## src/rtl/ps2_message_controller_if.sv

```systemverilog
// rtl/ps2_message_controller_if.sv - key/send/gpio handshake bundle for ps2_message_controller
interface ps2_message_controller_if #(
    parameter int MSG_CHARS = 16,
    parameter int CNT_W     = 5
);
    logic                   key_valid;
    logic [7:0]             key_ascii;
    logic                   send_req;
    logic                   tx_done;
    logic [MSG_CHARS*8-1:0] message;
    logic [CNT_W-1:0]       char_count;
    logic                   data_ready;
    logic                   busy;
    logic                   overflow;
    logic                   dropped_busy;

    modport master (
        output key_valid, key_ascii, send_req, tx_done,
        input  message, char_count, data_ready, busy, overflow, dropped_busy
    );

    modport slave (
        input  key_valid, key_ascii, send_req, tx_done,
        output message, char_count, data_ready, busy, overflow, dropped_busy
    );
endinterface

```

## src/rtl/ps2_message_controller.sv

```systemverilog
// rtl/ps2_message_controller.sv - PS/2 key buffer with backspace edit and gpio send handshake; PS2_MSG_AUTO_SEND_EN enables send on full
module ps2_message_controller #(
    parameter int MSG_CHARS     = 16,
    parameter int CNT_W         = 5,
    parameter int CLEAR_ON_DONE = 1
) (
    input  logic                    clock,
    input  logic                    RESETN,
    ps2_message_controller_if.slave bus
);
    typedef enum logic [1:0] {
        ST_EDIT         = 2'd0,
        ST_SEND         = 2'd1,
        ST_WAIT_RELEASE = 2'd2,
        ST_CLEAR        = 2'd3
    } state_t;

    localparam int                   MSG_W  = MSG_CHARS * 8;
    localparam logic [CNT_W-1:0]     FULL   = CNT_W'(MSG_CHARS);
    localparam logic [7:0]           DEL    = 8'd127;
    localparam logic [MSG_W-1:0]     SPACES = {MSG_CHARS{8'h20}};

    state_t           state_q, state_d;
    logic [MSG_W-1:0] msg_q, msg_d;
    logic [CNT_W-1:0] cnt_q, cnt_d;
    logic             data_ready_q, data_ready_d;
    logic             busy_q, busy_d;
    logic             overflow_q, overflow_d;
    logic             dropped_q, dropped_d;
    logic             sreq_q, sreq_d;
    logic             sreq_prev_q, sreq_prev_d;
    logic             send_rise;
`ifdef PS2_MSG_AUTO_SEND_EN
    logic             auto_q, auto_d;
`endif

    assign send_rise = sreq_q & ~sreq_prev_q;

    always_comb begin
        state_d      = state_q;
        msg_d        = msg_q;
        cnt_d        = cnt_q;
        data_ready_d = data_ready_q;
        overflow_d   = overflow_q;
        dropped_d    = dropped_q;
        sreq_d       = bus.send_req;
        sreq_prev_d  = sreq_q;
`ifdef PS2_MSG_AUTO_SEND_EN
        auto_d       = 1'b0;
`endif
        case (state_q)
            ST_EDIT: begin
                if (bus.key_valid) begin
                    if (bus.key_ascii != DEL) begin
                        if (cnt_q < FULL) begin
                            for (int i = 0; i < MSG_CHARS; i++) begin
                                if (CNT_W'(i) == cnt_q)
                                    msg_d[(MSG_CHARS-1-i)*8 +: 8] = bus.key_ascii;
                            end
                            cnt_d = cnt_q + 1'b1;
`ifdef PS2_MSG_AUTO_SEND_EN
                            auto_d = (cnt_q + 1'b1 == FULL);
`endif
                        end else begin
                            overflow_d = 1'b1;
                        end
                    end else if (cnt_q != '0) begin
                        for (int i = 0; i < MSG_CHARS; i++) begin
                            if (CNT_W'(i) == cnt_q - 1'b1)
                                msg_d[(MSG_CHARS-1-i)*8 +: 8] = 8'h20;
                        end
                        cnt_d = cnt_q - 1'b1;
                    end
                end
                // The edge was registered a cycle earlier, so a key coincident with
                // the raw send_req rise has already landed in the buffer.
`ifdef PS2_MSG_AUTO_SEND_EN
                if (send_rise || auto_q) begin
`else
                if (send_rise) begin
`endif
                    state_d      = ST_SEND;
                    data_ready_d = 1'b1;
                end
            end
            ST_SEND: begin
                if (bus.key_valid) dropped_d = 1'b1;
                if (bus.tx_done) begin
                    data_ready_d = 1'b0;
                    state_d      = ST_WAIT_RELEASE;
                end
            end
            ST_WAIT_RELEASE: begin
                if (bus.key_valid) dropped_d = 1'b1;
                if (!bus.tx_done)
                    state_d = (CLEAR_ON_DONE != 0) ? ST_CLEAR : ST_EDIT;
            end
            default: begin
                if (bus.key_valid) dropped_d = 1'b1;
                msg_d      = SPACES;
                cnt_d      = '0;
                overflow_d = 1'b0;
                state_d    = ST_EDIT;
            end
        endcase
        busy_d = (state_d != ST_EDIT);
    end

    // Edge detector resets high so a send_req held through reset is not a request.
    always_ff @(posedge clock or negedge RESETN) begin
        if (!RESETN) begin
            state_q      <= ST_EDIT;
            msg_q        <= SPACES;
            cnt_q        <= '0;
            data_ready_q <= 1'b0;
            busy_q       <= 1'b0;
            overflow_q   <= 1'b0;
            dropped_q    <= 1'b0;
            sreq_q       <= 1'b1;
            sreq_prev_q  <= 1'b1;
`ifdef PS2_MSG_AUTO_SEND_EN
            auto_q       <= 1'b0;
`endif
        end else begin
            state_q      <= state_d;
            msg_q        <= msg_d;
            cnt_q        <= cnt_d;
            data_ready_q <= data_ready_d;
            busy_q       <= busy_d;
            overflow_q   <= overflow_d;
            dropped_q    <= dropped_d;
            sreq_q       <= sreq_d;
            sreq_prev_q  <= sreq_prev_d;
`ifdef PS2_MSG_AUTO_SEND_EN
            auto_q       <= auto_d;
`endif
        end
    end

    assign bus.message      = msg_q;
    assign bus.char_count   = cnt_q;
    assign bus.data_ready   = data_ready_q;
    assign bus.busy         = busy_q;
    assign bus.overflow     = overflow_q;
    assign bus.dropped_busy = dropped_q;
endmodule

```

## src/flat_wrapper.sv

```systemverilog
// flat-port wrapper written by rule: the top's interface ports become plain ports
module ps2_message_controller_flat 
#(
    parameter int MSG_CHARS     = 16,
    parameter int CNT_W         = 5,
    parameter int CLEAR_ON_DONE = 1
)
  (clock, RESETN, bus_key_valid, bus_key_ascii, bus_send_req, bus_tx_done, bus_message, bus_char_count, bus_data_ready, bus_busy, bus_overflow, bus_dropped_busy);
  ps2_message_controller_if #(.MSG_CHARS(MSG_CHARS), .CNT_W(CNT_W)) bus_i ();
  input  logic clock;
  input  logic RESETN;
  input wire logic [$bits(bus_i.key_valid)-1:0] bus_key_valid;
  input wire logic [$bits(bus_i.key_ascii)-1:0] bus_key_ascii;
  input wire logic [$bits(bus_i.send_req)-1:0] bus_send_req;
  input wire logic [$bits(bus_i.tx_done)-1:0] bus_tx_done;
  output wire logic [$bits(bus_i.message)-1:0] bus_message;
  output wire logic [$bits(bus_i.char_count)-1:0] bus_char_count;
  output wire logic [$bits(bus_i.data_ready)-1:0] bus_data_ready;
  output wire logic [$bits(bus_i.busy)-1:0] bus_busy;
  output wire logic [$bits(bus_i.overflow)-1:0] bus_overflow;
  output wire logic [$bits(bus_i.dropped_busy)-1:0] bus_dropped_busy;
  assign bus_i.key_valid = bus_key_valid;
  assign bus_i.key_ascii = bus_key_ascii;
  assign bus_i.send_req = bus_send_req;
  assign bus_i.tx_done = bus_tx_done;
  assign bus_message = bus_i.message;
  assign bus_char_count = bus_i.char_count;
  assign bus_data_ready = bus_i.data_ready;
  assign bus_busy = bus_i.busy;
  assign bus_overflow = bus_i.overflow;
  assign bus_dropped_busy = bus_i.dropped_busy;
  ps2_message_controller #(.MSG_CHARS(MSG_CHARS), .CNT_W(CNT_W), .CLEAR_ON_DONE(CLEAR_ON_DONE)) u_core (.clock(clock), .RESETN(RESETN), .bus(bus_i));
endmodule
```

## config.mk

```make
export PLATFORM = sky130hd
export DESIGN_NAME = ps2_message_controller_flat
export DESIGN_NICKNAME = d
export VERILOG_FILES = /design/src/rtl/ps2_message_controller_if.sv /design/src/rtl/ps2_message_controller.sv /design/src/flat_wrapper.sv
export SDC_FILE = /design/constraint.sdc
export NUM_CORES = 1
export LEC_CHECK = 0
export CAP_MARGIN = 20
export CORE_MARGIN = 2
export CORE_UTILIZATION = 45
export CTS_CLUSTER_SIZE = 28
export DETAILED_ROUTE_END_ITERATION = 8
export PLACE_DENSITY_LB_ADDON = 0.08
export SETUP_SLACK_MARGIN = 0.5
export SYNTH_ARGS = -nofsm -noshare
export SYNTH_HDL_FRONTEND = slang
export SYNTH_SLANG_ARGS = --single-unit
```

## constraint.sdc

```tcl
create_clock -name clock -period 2.35 [get_ports clock]
set_input_delay 0.3525 -clock clock [delete_from_list [all_inputs] [get_ports clock]]
set_output_delay 0.3525 -clock clock [all_outputs]
set_load 0.005 [all_outputs]
```

## Yosys cells after proc, flatten, opt, wreduce, memory -nomap -nowiden

Cells that the tools add are included.
Widths: inputs -> output; s select.

| word-level totals | value |
|---|---|
| logic and storage cells | 183 |
| input bits | 13 |
| register bits | 141 |

| cells by class | value |
|---|---|
| reduce and logical (&&, ||, !) cells | 27 |
| mux-type cells | 53 |
| eq/ne operators | 72 |
| order comparisons | 1 |
| add/sub/neg operators | 2 |
| bitwise operators | 4 |

Operators by type and width:

| kind | number |
|---|---|
| $mux 128 | 4 |
| $mux 8 | 32 |
| $pmux 128 s2 | 1 |
| $reduce_and 6->1 | 16 |
| $eq 4x5->1 const A | 16 |
| $ne 3x1->1 const B | 17 |
| $ne 3x3->1 const B | 17 |
| $eq 3x5->1 const A | 8 |
| $eq 2x5->1 const A | 4 |
| $mux 5 | 4 |
| $eq 1x5->1 const A | 2 |
| $logic_not 5->1 | 2 |
| $pmux 5 s2 | 1 |
| $ne 8x7->1 const B | 1 |
| $reduce_and 4->1 | 2 |
| $mux 2 | 3 |
| $ne 2x2->1 const B | 3 |
| $pmux 2 s3 | 1 |
| $add 5x1->5 const B | 1 |
| $lt 5x5->1 const B | 1 |
| $mux 1 | 5 |
| $reduce_bool 5->1 | 1 |
| $sub 5x1->5 const B | 1 |
| $ne 2x1->1 const B | 2 |
| other kinds (10) | 14 |

## Depth between registers and ports, before layout

| depth | value |
|---|---|
| depth in word-level cells | 7 |
| mapped depth | 10 |
| depth with buffers taken out | 7 |

## Worst setup path after synthesis

No wires, ideal clock.

| timing path | value |
|---|---|
| kind | register -> register |
| from | reg u_core.cnt_q[0], in the netlist u_core.bus.char_count[0] |
| to | reg u_core.msg_q[5], in the netlist u_core.bus.message[5] |
| cell stages (with the launch flop) | 9 |
| setup time | 82 ps |
| data required time | 2268 ps |
| path slack | 100 ps |
| arrival | 2168 ps |
| buffers on the path | 1 |
| cells stage by stage | dfrtp_1 -> inv_1 -> ha_1 -> nor3b_4 -> xnor2_2 -> buf_6 -> a211oi_1 -> o21ai_2 -> mux2_4 |

| on the way | value |
|---|---|
| word-level cells in the longest chain between the ends | 4 |
| elaborated cells between the ends (all ways) | 10 |
| those cells by class | add/sub: 1; order compare: 1; eq/ne: 6; reduce/logical: 2 |

RTL lines:

| what | RTL line | RTL |
|---|---|---|
| start: declaration | ps2_message_controller.sv:25 | `logic [CNT_W-1:0] cnt_q, cnt_d;` |
| start signal: assignment | ps2_message_controller.sv:127 | `cnt_q <= cnt_d;` |
| $sub 5x1->5 | ps2_message_controller.sv:69 | `if (CNT_W'(i) == cnt_q - 1'b1)` |
| $eq 4x5->1 | ps2_message_controller.sv:69 |  |
| $ne 3x1->1 (no source line) | -- |  |
| $reduce_and 6->1 (no source line) * | -- |  |
| end signal: assignment | ps2_message_controller.sv:126 | `msg_q <= msg_d;` |
| end: declaration | ps2_message_controller.sv:24 | `logic [MSG_W-1:0] msg_q, msg_d;` |

Every way passes the cells marked *; elsewhere a longest branch is shown, timed or not.
A chain may end at the register's enable or synchronous reset.

## Worst setup path in the final report

| timing path | value |
|---|---|
| from | reg u_core.cnt_q[1], in the netlist u_core.bus.char_count[1] |
| to | reg u_core.msg_q[101], in the netlist u_core.bus.message[101] |

| on the way | value |
|---|---|
| word-level cells in the longest chain between the ends | 4 |
| elaborated cells between the ends (all ways) | 10 |
| those cells by class | add/sub: 1; order compare: 1; eq/ne: 6; reduce/logical: 2 |

RTL lines:

| what | RTL line |
|---|---|
| $sub 5x1->5 | ps2_message_controller.sv:69 |
| $eq 2x5->1 | ps2_message_controller.sv:69 |
| $ne 3x1->1 (no source line) | -- |
| $reduce_and 6->1 (no source line) * | -- |

Marked as above.

==> impl_results.md <==
- Synth top area share: 50.2%
- Crit path max-delay family: compound AO/OA/AOI/OAI gates
- Most frequent CP cell: buf_12
- Share of cells above drive strength 1: 47.2%
- Startpoint Class: flip-flop
- Total Nets Final: 766
- Slack of the critical path: 0.111 ns
- Initial antenna violation count: 0
- Asr flop ratio synth: 100%
- Arrival @ worst endpoint: 2.59 ns
- Largest net degree at the start of global routing: 57
- Row count: 42
- Reg2reg setup slack: 0.11 ns
- Via count: 5574
- Routing usage on met3: 5.14%
- RSZ-0062 raised after global routing: yes
- Area delta synth->final: 75.4%
- Critical-path cell list: inv_4, buf_12, ha_4, nor4b_4, nand2_2, o211a_4, buf_12, o21ai_4, mux2_4
- First-pass GRT wire length: 30300 um
- Seq/Total Area, Yosys: 57.9%
- Drt initial violations: 547
- Count of buffers from port buffering: 149
- H-tree levels: 4
- Synth cell types: 54
- Die ar.: 0.0146 sq mm
- R2r startpoint: u_core.bus.char_count[1]
- R2R depth: 9
- DR WL/cell: 23.4 um
- Ys flop type: dfrtp_1
- Final hold violation count: 0
- Crit-path max FO: 8
- Peak supply drop: 0.000848 V
- Critical R2R Capture: u_core.bus.message[101]
- Diode count: 0
- Worst hold path cell count: 1
- Worst Hold Class: primary input to flip-flop
- Clock tree buffer depth: 2
- Met1 track demand over resource: 36.9%
- Global Route met2 Usage: 44.8%
- CTS tree: built
- Slew @ Worst Pin: 0.543 ns
- Drt drc: 0
- Dominant cell type by area after synthesis: dfrtp_1
- CP max stage cell: dfrtp_2
- Mapped Nets: 495
- Vias per cell: 5.99
- Final ANT Viol Nets: 0
- Most frequent cells in the layout: clkdlybuf4s50_1 (140), dfrtp_1 (118), buf_4 (82)
- I/O pin total: 150
- HPWL after DPL: 12500 um
- GPL Wtd Cong: 0.907
- Post-layout instance count excluding filler cells: 931
- Height of the die: 121 um
- Clk slew on worst S/H paths: 0.06 ns
- Mean Syn Cell Area: 13.0 sq um
- GRT overflow: 0
- Crit. End Element: flip-flop
- Gr busiest metal: met2
- Placed inst area: 0.00866 sq mm
- First-pass DRT Iterations: 5
- WS Path Type: flip-flop to flip-flop
- Worst Hold Endpoint: u_core.sreq_prev_d
- Area contributors post-synth: dfrtp_1 (50%), o2bb2ai_1 (14%), dfstp_2 (7.7%)
- Max-cap violation count: 0
- Post-Syn Instances: 471
- Synth Cell Area: 0.00613 sq mm
- Number of cells on the critical path: 9
- Period minus WS final: 2.24 ns
- Buf/Inv on CP: 3
- Starting Density: 46.1%
- Number of flops mapped to enable cells by yosys: 0
- Final Max Slew Viols: 0
- Die Wd: 121 um
- Final wirelength: 21700 um
- Core box area: 0.0133 sq mm
- Vias in the first global route: 5361
- Number of CTS-inserted buffers: 17
- Max-slew headroom: 63.8%
- Worst endpoint required time: 2.70 ns
- CP peak stage delay: 0.45 ns
- Hold wc startpoint: bus_send_req
- Outcome: finished clean
- Fmax: 447 MHz
- Final instance area: 0.0108 sq mm
- Root buf cell: clkbuf_16
- Clock skew: 0.0127 ns
- Cells after DPL: 844
- Utilization after layout: 80.9%
- Syn. warnings: 0
- Power density over the cells: 1560 mW/mm^2
- Most common cell after layout, fill and taps aside: clkdlybuf4s50_1
- Place WS: -0.152 ns
- Clk sinks: 141
- Final setup vio count: 0
- Seq cells post-synth: 141
- P_leak: 0.00449 uW
- Final critical-path share of the clock period: 95.3%
- Worst-Skew Late Latency: 0.43 ns
- GRT Total Usage: 27.7%
[flip-flops by register name, indices dropped and copies added (netlist names)]
name and cells:
u_core.sreq_prev_d 1, u_core.state_q 2, u_core.bus.dropped_busy 1, u_core.bus.busy 1, u_core.bus.char_count 5, u_core.sreq_prev_q 1
u_core.bus.data_ready 1, u_core.bus.message 128, u_core.bus.overflow 1
[how the worst max path moves through the flow]
stage	startpoint	end
floorplan	u_core.bus.char_count[0]	u_core.bus.message[77]
global placement	bus_key_ascii[5]	u_core.bus.message[77]
detailed placement	bus_key_ascii[5]	u_core.bus.message[5]
CTS	u_core.bus.char_count[0]	u_core.bus.message[37]
global route	u_core.bus.char_count[1]	u_core.bus.message[95]
finish	u_core.bus.char_count[1]	u_core.bus.message[101]
[cell usage after synthesis (9+ instances only)]
library cell	count
dfrtp_1	123
o2bb2ai_1	98
nor2_1	22
dfstp_2	18
mux2_2	18
nand2_1	16
o21ai_2	15
buf_2	14
ha_1	11
o21ai_0	10
o31ai_1	9
[where the power goes]
group,internal (uW),leakage [uW],switching (uW)
Clock,1680,0.000292,1080
Sequential,3300,0.00180,614
Combinational,5320,0.00240,4830
Total,10300,0.00449,6530
[worst reg2reg max path: cells and delay by family, from the launching register on]
kind	cells	cell delay, ns
adders and majority gates	1	0.14
AOI/OAI and AO/OA	2	0.49
and+or+nand+nor	2	0.38
DFF	1	0.45
buffers and inverters	3	0.37
muxes	1	0.34
[layer usage]
metal / wire length (um) / vias up
li1: - / 2368
met1: 8790 / 2883
met2: 11100 / 279
met3: 1370 / 44
met4: 532 / 0
met5: 0 / -
[stage by stage]
step / power [uW] / TNS [ns] / hold slack, ns
2_1_floorplan: 7580 / 0 / 0.0569
3_3_place_gp: 10800 / -5.01 / 0.342
3_5_place_dp: 11000 / -11.27 / 0.341
4_1_cts: 15100 / 0 / 0.318
5_1_grt: 17500 / 0 / 0.313
6_report: 16800 / 0 / 0.333
[logic make-up (layout without fill, tap and decap cells)]
logic type	Yosys count	after routing	synth area share [%]
flip-flops	141	141	57.9
buffers and inverters	34	313	2.73
AND/OR/NAND/NOR	80	84	7.51
multiplexers	32	32	6.33
XOR/XNOR	2	2	0.408
AO/OA/AOI/OAI	171	172	22.9
adder cells (fa/ha/maj)	11	11	2.24
[timing repair]
item,CTS,global route
gates resized for setup,84,101
setup buffers,23,25
hold buffers,1,0
cloned,5,1
hold endpoints to repair,46,0
pin swaps,8,23
setup endpoints to repair,140,142
[layout make-up]
| class | instances | area, sq um |
|---|---|---|
| clock buffer | 19 | 433 |
| tap | 176 | 220 |
| sequential | 141 | 3560 |
| multi-input combinational | 301 | 3580 |
| clock inverter | 13 | 165 |
| inverter | 9 | 38.8 |
| fill | 725 | 2540 |
| timing repair buffer | 272 | 2760 |
No activity file was read; power rests on OpenSTA's default activity.
